===== src/rtl/acq_pkg.sv =====
// Shared types and helpers for the acquisition write-enable controller and the frame counter.
// The trigger-delay state is only reachable when ACQ_TRIG_DELAY_EN is defined.
package acq_pkg;

    localparam int MAX_CHANNELS = 8;

    typedef enum logic [2:0] {
        IDLE  = 3'd0,
        ARMED = 3'd1,
        DELAY = 3'd2,
        WRITE = 3'd3,
        DONE  = 3'd4
    } acq_state_e;

    function automatic logic [31:0] FRAME_LEN(input int unsigned width);
        FRAME_LEN = 32'd1 << width;
    endfunction

endpackage


===== src/rtl/acq_frame_counter.sv =====
// BRAM write-address counter with frame-wrap detection and completed-frame count.
// Also used by the averaging block, so it knows nothing about the controller FSM.
module acq_frame_counter
    import acq_pkg::*;
#(
    parameter int BRAM_WIDTH  = 13,
    parameter int FRAME_WIDTH = 16
) (
    input  logic                   clk,
    input  logic                   resetn,
    input  logic                   clear_i,
    input  logic                   adv_i,
    input  logic [FRAME_WIDTH-1:0] n_frames_i,
    output logic [BRAM_WIDTH-1:0]  waddr_o,
    output logic [FRAME_WIDTH-1:0] frame_count_o,
    output logic                   wrap_o,
    output logic                   last_o
);

    localparam logic [BRAM_WIDTH-1:0] LAST_ADDR = BRAM_WIDTH'(FRAME_LEN(BRAM_WIDTH) - 32'd1);

    logic [BRAM_WIDTH-1:0]  waddr_q;
    logic [FRAME_WIDTH-1:0] fc_q;

    // last_o flags the final write of the final frame so the FSM can leave WRITE on that edge
    assign wrap_o        = adv_i & (waddr_q == LAST_ADDR);
    assign last_o        = wrap_o & ((fc_q + FRAME_WIDTH'(1)) == n_frames_i);
    assign waddr_o       = waddr_q;
    assign frame_count_o = fc_q;

    // Address/frame counters; the address rolls over to 0 on its own at the frame boundary
    always_ff @(posedge clk or negedge resetn) begin
        if (!resetn) begin
            waddr_q <= {BRAM_WIDTH{1'b0}};
            fc_q    <= {FRAME_WIDTH{1'b0}};
        end else if (clear_i) begin
            waddr_q <= {BRAM_WIDTH{1'b0}};
            fc_q    <= {FRAME_WIDTH{1'b0}};
        end else if (adv_i) begin
            waddr_q <= waddr_q + BRAM_WIDTH'(1);
            if (wrap_o) begin
                fc_q <= fc_q + FRAME_WIDTH'(1);
            end
        end
    end

endmodule


===== src/rtl/acq_write_ctrl.sv =====
// Multi-channel BRAM write-enable controller: arms on start, aligns to address==0, writes N frames.
// Define ACQ_TRIG_DELAY_EN to insert a trig_delay-cycle DELAY state between alignment and WRITE.
module acq_write_ctrl
    import acq_pkg::*;
#(
    parameter int BRAM_WIDTH  = 13,
    parameter int N_CHANNELS  = 2,
    parameter int FRAME_WIDTH = 16
) (
    input  logic                   clk,
    input  logic                   resetn,
    input  logic                   start_acq,
    input  logic                   stop_acq,
    input  logic [BRAM_WIDTH-1:0]  address,
    input  logic                   continuous,
    input  logic [FRAME_WIDTH-1:0] n_frames,
    input  logic [N_CHANNELS-1:0]  ch_mask,
    input  logic [31:0]            trig_delay,
    output logic [N_CHANNELS-1:0]  wen,
    output logic [BRAM_WIDTH-1:0]  waddr,
    output logic                   first_frame,
    output logic                   busy,
    output logic                   done,
    output logic [FRAME_WIDTH-1:0] frame_count,
    output logic [31:0]            count_cycle
);

    acq_state_e             state_q, state_d;
    logic                   start_q;
    logic                   cont_q;
    logic [N_CHANNELS-1:0]  mask_q;
    logic [FRAME_WIDTH-1:0] nfr_q;
    logic [N_CHANNELS-1:0]  wen_q;
    logic                   busy_q, done_q, first_q;
    logic [31:0]            wrap_cnt_q, count_cycle_q;

    logic                   start_edge_s, accept_s, align_s;
    logic                   cnt_clear_s, cnt_adv_s, wrap_s, last_s;
    logic [BRAM_WIDTH-1:0]  waddr_s;
    logic [FRAME_WIDTH-1:0] fc_s;

    // A start edge while ARMED is ignored; stop always wins over a simultaneous start
    assign start_edge_s = start_acq & ~start_q;
    assign accept_s     = start_edge_s & ~stop_acq & (state_q != ARMED);
    assign align_s      = (address == {BRAM_WIDTH{1'b0}});
    assign cnt_clear_s  = accept_s | ((state_q == ARMED) & align_s & ~stop_acq);
    assign cnt_adv_s    = (state_q == WRITE) & ~stop_acq;

    acq_frame_counter #(
        .BRAM_WIDTH  (BRAM_WIDTH),
        .FRAME_WIDTH (FRAME_WIDTH)
    ) u_frame_counter (
        .clk           (clk),
        .resetn        (resetn),
        .clear_i       (cnt_clear_s),
        .adv_i         (cnt_adv_s),
        .n_frames_i    (nfr_q),
        .waddr_o       (waddr_s),
        .frame_count_o (fc_s),
        .wrap_o        (wrap_s),
        .last_o        (last_s)
    );

`ifdef ACQ_TRIG_DELAY_EN
    logic [31:0] trig_q;
    logic [31:0] dly_q;

    // Delay countdown loaded at alignment; DELAY lasts trig_delay cycles
    always_ff @(posedge clk or negedge resetn) begin
        if (!resetn) begin
            dly_q <= 32'd0;
        end else if ((state_q == ARMED) && align_s) begin
            dly_q <= trig_q - 32'd1;
        end else if ((state_q == DELAY) && (dly_q != 32'd0)) begin
            dly_q <= dly_q - 32'd1;
        end
    end
`else
    logic unused_trig_s;
    assign unused_trig_s = ^trig_delay;
`endif

    // Start-edge history and per-acquisition configuration snapshot
    always_ff @(posedge clk or negedge resetn) begin
        if (!resetn) begin
            start_q <= 1'b0;
            cont_q  <= 1'b0;
            mask_q  <= {N_CHANNELS{1'b0}};
            nfr_q   <= {FRAME_WIDTH{1'b0}};
`ifdef ACQ_TRIG_DELAY_EN
            trig_q  <= 32'd0;
`endif
        end else begin
            start_q <= start_acq;
            if (accept_s) begin
                cont_q <= continuous;
                mask_q <= ch_mask;
                nfr_q  <= (n_frames == {FRAME_WIDTH{1'b0}}) ? FRAME_WIDTH'(1) : n_frames;
`ifdef ACQ_TRIG_DELAY_EN
                trig_q <= trig_delay;
`endif
            end
        end
    end

    // Next-state decode: stop, then restart, then the normal sequence
    always_comb begin
        state_d = state_q;
        if (stop_acq) begin
            state_d = IDLE;
        end else if (accept_s) begin
            state_d = ARMED;
        end else begin
            case (state_q)
                IDLE: state_d = IDLE;
                ARMED: begin
                    if (align_s) begin
`ifdef ACQ_TRIG_DELAY_EN
                        state_d = (trig_q != 32'd0) ? DELAY : WRITE;
`else
                        state_d = WRITE;
`endif
                    end else begin
                        state_d = ARMED;
                    end
                end
                DELAY: begin
`ifdef ACQ_TRIG_DELAY_EN
                    state_d = (dly_q == 32'd0) ? WRITE : DELAY;
`else
                    state_d = IDLE;
`endif
                end
                WRITE:   state_d = last_s ? DONE : WRITE;
                DONE:    state_d = cont_q ? ARMED : IDLE;
                default: state_d = IDLE;
            endcase
        end
    end

    // State register and registered outputs, all decoded from the next state
    always_ff @(posedge clk or negedge resetn) begin
        if (!resetn) begin
            state_q <= IDLE;
            wen_q   <= {N_CHANNELS{1'b0}};
            busy_q  <= 1'b0;
            done_q  <= 1'b0;
            first_q <= 1'b0;
        end else begin
            state_q <= state_d;
            wen_q   <= (state_d == WRITE) ? mask_q : {N_CHANNELS{1'b0}};
            busy_q  <= (state_d == ARMED) || (state_d == DELAY) || (state_d == WRITE);
            done_q  <= (state_d == DONE);
            first_q <= (state_d == WRITE) &&
                       ((state_q != WRITE) || ((fc_s == {FRAME_WIDTH{1'b0}}) && !wrap_s));
        end
    end

    // Address-wrap counter, snapshotted into count_cycle on every start edge; saturates
    always_ff @(posedge clk or negedge resetn) begin
        if (!resetn) begin
            wrap_cnt_q    <= 32'd0;
            count_cycle_q <= 32'd0;
        end else if (start_edge_s) begin
            count_cycle_q <= wrap_cnt_q;
            wrap_cnt_q    <= align_s ? 32'd1 : 32'd0;
        end else if (align_s && (wrap_cnt_q != 32'hFFFF_FFFF)) begin
            wrap_cnt_q <= wrap_cnt_q + 32'd1;
        end
    end

    assign wen         = wen_q;
    assign waddr       = waddr_s;
    assign first_frame = first_q;
    assign busy        = busy_q;
    assign done        = done_q;
    assign frame_count = fc_s;
    assign count_cycle = count_cycle_q;

endmodule


===== config.mk =====
export PLATFORM = sky130hd
export DESIGN_NAME = acq_write_ctrl
export DESIGN_NICKNAME = d
export VERILOG_FILES = /design/src/rtl/acq_pkg.sv /design/src/rtl/acq_frame_counter.sv /design/src/rtl/acq_write_ctrl.sv
export SDC_FILE = /design/constraint.sdc
export NUM_CORES = 1
export LEC_CHECK = 0
export BUFFER_PORTS_ARGS = -buffer_cell sky130_fd_sc_hd__buf_2
export CELL_PAD_IN_SITES_DETAIL_PLACEMENT = 0
export CELL_PAD_IN_SITES_GLOBAL_PLACEMENT = 1
export CORE_ASPECT_RATIO = 1.1
export CORE_MARGIN = 2
export CORE_UTILIZATION = 42
export CTS_CLUSTER_DIAMETER = 50
export CTS_CLUSTER_SIZE = 16
export DETAILED_ROUTE_END_ITERATION = 10
export PLACE_DENSITY_LB_ADDON = 0.1
export SKIP_LAST_GASP = 1
export SYNTH_ARGS = -nofsm -noshare
export SYNTH_HDL_FRONTEND = slang
export SYNTH_SLANG_ARGS = --single-unit

===== constraint.sdc =====
create_clock -name clk -period 3 [get_ports clk]
set_input_delay 0 -clock clk [delete_from_list [all_inputs] [get_ports clk]]
set_output_delay 0 -clock clk [all_outputs]
set_load 0.005 [all_outputs]

==> flow_metrics.env <==
export IMPL_max_stage_delay_ns=0.53
export IMPL_grt_pass1_vias=5149
export IMPL_die_height_um=131.4
export IMPL_cts_buffers=17
export IMPL_rsz0062_at_grt="false"
export IMPL_hold_buffers=22
export IMPL_status="complete, no violations"
export IMPL_min_period_over_period_pct=86.21
export IMPL_fmax_ghz=0.3867
export IMPL_wl_per_cell_um=15.81
export IMPL_routed_via_count=5018
export IMPL_htreeDepth=4
export IMPL_core_um2=14450
export IMPL_cp_end_kind="register"
export IMPL_portBuffers=101
export IMPL_ys_top_cells_by_area="dfrtp_1 49%, nand2_1 7.6%, xnor2_1 5.1%"
export IMPL_yosysMostFrequentCell="nand2_1"
export IMPL_slew_violations=0
export IMPL_worst_path_max_delay_cell="dfrtp_1"
export IMPL_diodes=0
export IMPL_synth_cell_area_um2=6192
export IMPL_p_switching_w=0.0009502
export IMPL_drive_gt1_share_pct=22.29
export IMPL_gp_congestion=0.8395
export IMPL_cp_max_fo=13
export IMPL_dp_hpwl_um=10650
export IMPL_setup_worst_path_class="register to register"
export IMPL_p_per_area_nw_per_um2=545.0
export IMPL_avgSynthCellArea_um2=9.690
export IMPL_wirelength_um=15160
export IMPL_clkPwrFrac_pct=51.1
export IMPL_drtPass1Iterations=5
export IMPL_drtIter0Drc=292
export IMPL_period_needed_ns=2.586
export IMPL_ys_types=62
export IMPL_post_cts_repair_setup_buffers=0
export IMPL_seq_area_frac_synth_pct=48.90
export IMPL_synth_top_cell_by_area="dfrtp_1"
export IMPL_synth_top_area_share_pct=48.90
export IMPL_ys_warn_count=0
export IMPL_startpoint_type="register"
export IMPL_synth_flop_cell="dfrtp_1"
export IMPL_syn_to_final_growth_pct=24.17
export IMPL_grt_usage_pct=20.41
export IMPL_cts_buffer_depth=2
export IMPL_synth_top_cells_by_count="126 x nand2_1, 121 x dfrtp_1, 73 x nor2_1"
export IMPL_irDropWorstVdd_mv=0.3935
export IMPL_grt_pass1_wl_um=25650
export IMPL_multi_input_area_um2=2970
export IMPL_syn_num_nets=711
export IMPL_internal_power_w=0.003240
export IMPL_cp_arrival_ns=2.89
export IMPL_setup_violations=0
export IMPL_ant_nets=0
export IMPL_grt_start_max_net_pins=57
export IMPL_cap_violations=0
export IMPL_root_buffer="clkbuf_16"
export IMPL_reg2reg_from="u_frame_counter.frame_count_o[0]$_DFFE_PN0P_"
export IMPL_chipWidth_um=119.8
export IMPL_total_power_w=0.004191
export IMPL_hp_class="input port to asynchronous set/reset pin"
export IMPL_synthCells=639
export IMPL_drcViolationCount=0
export IMPL_fillCellCount=1321
export IMPL_synth_enable_flop_cells=0
export IMPL_overflow=0
export IMPL_tightest_slew_ns=0.9082
export IMPL_ys_async_sr_fraction_pct=100.0
export IMPL_dieArea_um2=15730
export IMPL_post_cts_resized=0
export IMPL_initial_core_util_pct=42.86
export IMPL_nets=826
export IMPL_via_per_inst=5.233
export IMPL_cp_data_required_time_ns=3.30
export IMPL_ioPinCount=134
export IMPL_cp_startpoint="u_frame_counter.frame_count_o[0]$_DFFE_PN0P_"
export IMPL_insertion_delay_ns=0.42
export IMPL_antenna_found_initial=0
export IMPL_seqCellArea_um2=3028
export IMPL_path_clk_slew_ns=0.05
export IMPL_relSlewSlack_pct=39.45
export IMPL_ys_ff_latch=121
export IMPL_p_leak_nw=3.656
export IMPL_path_cells="ha_1 -> nand3_4 -> nor4_1 -> xnor2_1 -> o311ai_1 -> or4_4 -> o21a_1"
export IMPL_post_dp_cell_area_um2=6849
export IMPL_tns_ns=0
export IMPL_pwr_share_seq_pct=41.6
export IMPL_row_count=46
export IMPL_fin_skew_ns=0.007536
export IMPL_final_area_um2=7689
export IMPL_finalHoldViolCount=0
export IMPL_cts_tree="done"
export IMPL_cts_sinks=121
export IMPL_pwr_share_comb_pct=7.3
export IMPL_hold_slack_ns=0.06458
export IMPL_swShare_pct=22.68
## placed cells by master, fill, tap and decap left out, types with 5 or more instances in the layout
cell	synthesis	final
inv_1	10	10
nand4_1	22	22
dlygate4sd3_1	0	22
clkinv_2	0	5
nor3b_1	5	5
and4_1	8	8
nor3_1	16	16
xor2_1	33	33
or3_1	6	6
buf_4	3	7
nand3_1	19	19
mux2_1	13	13
o21ai_0	13	13
mux2_2	5	5
nor2_1	73	73
buf_2	11	100
clkbuf_16	0	17
nor4_1	14	14
xnor2_1	36	36
nand2_1	126	126
a21oi_1	7	6
and3_1	5	5
dfrtp_1	121	121
## per-layer routing
metal	track usage, %	part of all wire [%]	routed length [um]	vias to the layer above
met2	34.51	50	7595	111
met5	0	0	0	-
li1	-	-	-	2438
met1	25.26	44	6655	2445
met4	8.627	2.3	342	0
met3	4.123	3.7	563	24
## final timing paths
check                                                    endpoint  slack (ns)  cells past startpoint
min reg2reg                           count_cycle[28]$_DFFE_PN0P_        0.47                      2
min in group clk                        wrap_cnt_q[1]$_DFFE_PN0P_        0.19                      5
max                                                busy$_DFF_PN0_        0.41                      7
min                        u_frame_counter.waddr_o[6]$_DFFE_PN0P_        0.06                      2
max reg2reg                                        busy$_DFF_PN0_        0.41                      7
max in group asynchronous                   nfr_q[10]$_DFFE_PN0P_        2.12                      3
## layout make-up
type	count	area share, %
clock inverters	13	2.295
well taps	192	3.124
inverters	10	0.4882
flip-flops and latches	121	39.38
multi-input cells	474	38.63
repair buffers	130	10.32
clock buffers	19	5.761
## registers in the layout, indices dropped and copies added (netlist names), 2 cells and up
register	flops
count_cycle	32
mask_q	2
nfr_q	16
state_q	3
u_frame_counter.frame_count_o	16
u_frame_counter.waddr_o	13
wen	2
wrap_cnt_q	32
## stage by stage
stage                     std cells  setup WS [ns]  utilization (%)
final                           959         0.4137            53.22
after global routing            959         0.2747            53.22
after CTS                       959         0.4140            53.22
after detailed placement        905         0.4148            47.41
after global placement          905         0.4709            47.41
after floorplan                 639         0.6173                -
## critical path: cells and delay by family (launching register included)
kind                       cells  cell delay [ns]
DFF                            1             0.53
adders and majority gates      1             0.35
AOI/OAI and AO/OA              2             0.36
xor gates and xnor gates       1             0.16
and+or+nand+nor                3             1.06
## cell families (layout without fill, tap and decap cells)
kind of cell	Yosys count	in the layout	share of synthesized area, %
and+or+nand+nor	330	330	27.30
DFF	121	121	48.90
xor gates and xnor gates	69	69	9.760
AOI/OAI and AO/OA	53	53	6.648
buffers and inverters	44	172	3.314
muxes	18	18	3.273
adders and majority gates	4	4	0.8083
## power by group through the flow
stage          Clock (W)  Sequential [W]  Combinational [W]
5_1_grt          0.00227         0.00175           0.000342
4_1_cts          0.00218         0.00174           0.000313
2_1_floorplan          0         0.00176           0.000180
3_3_place_gp           0         0.00177           0.000280
6_report         0.00214         0.00174           0.000307
3_5_place_dp           0         0.00177           0.000287
Power figures use the tool's default switching activity.
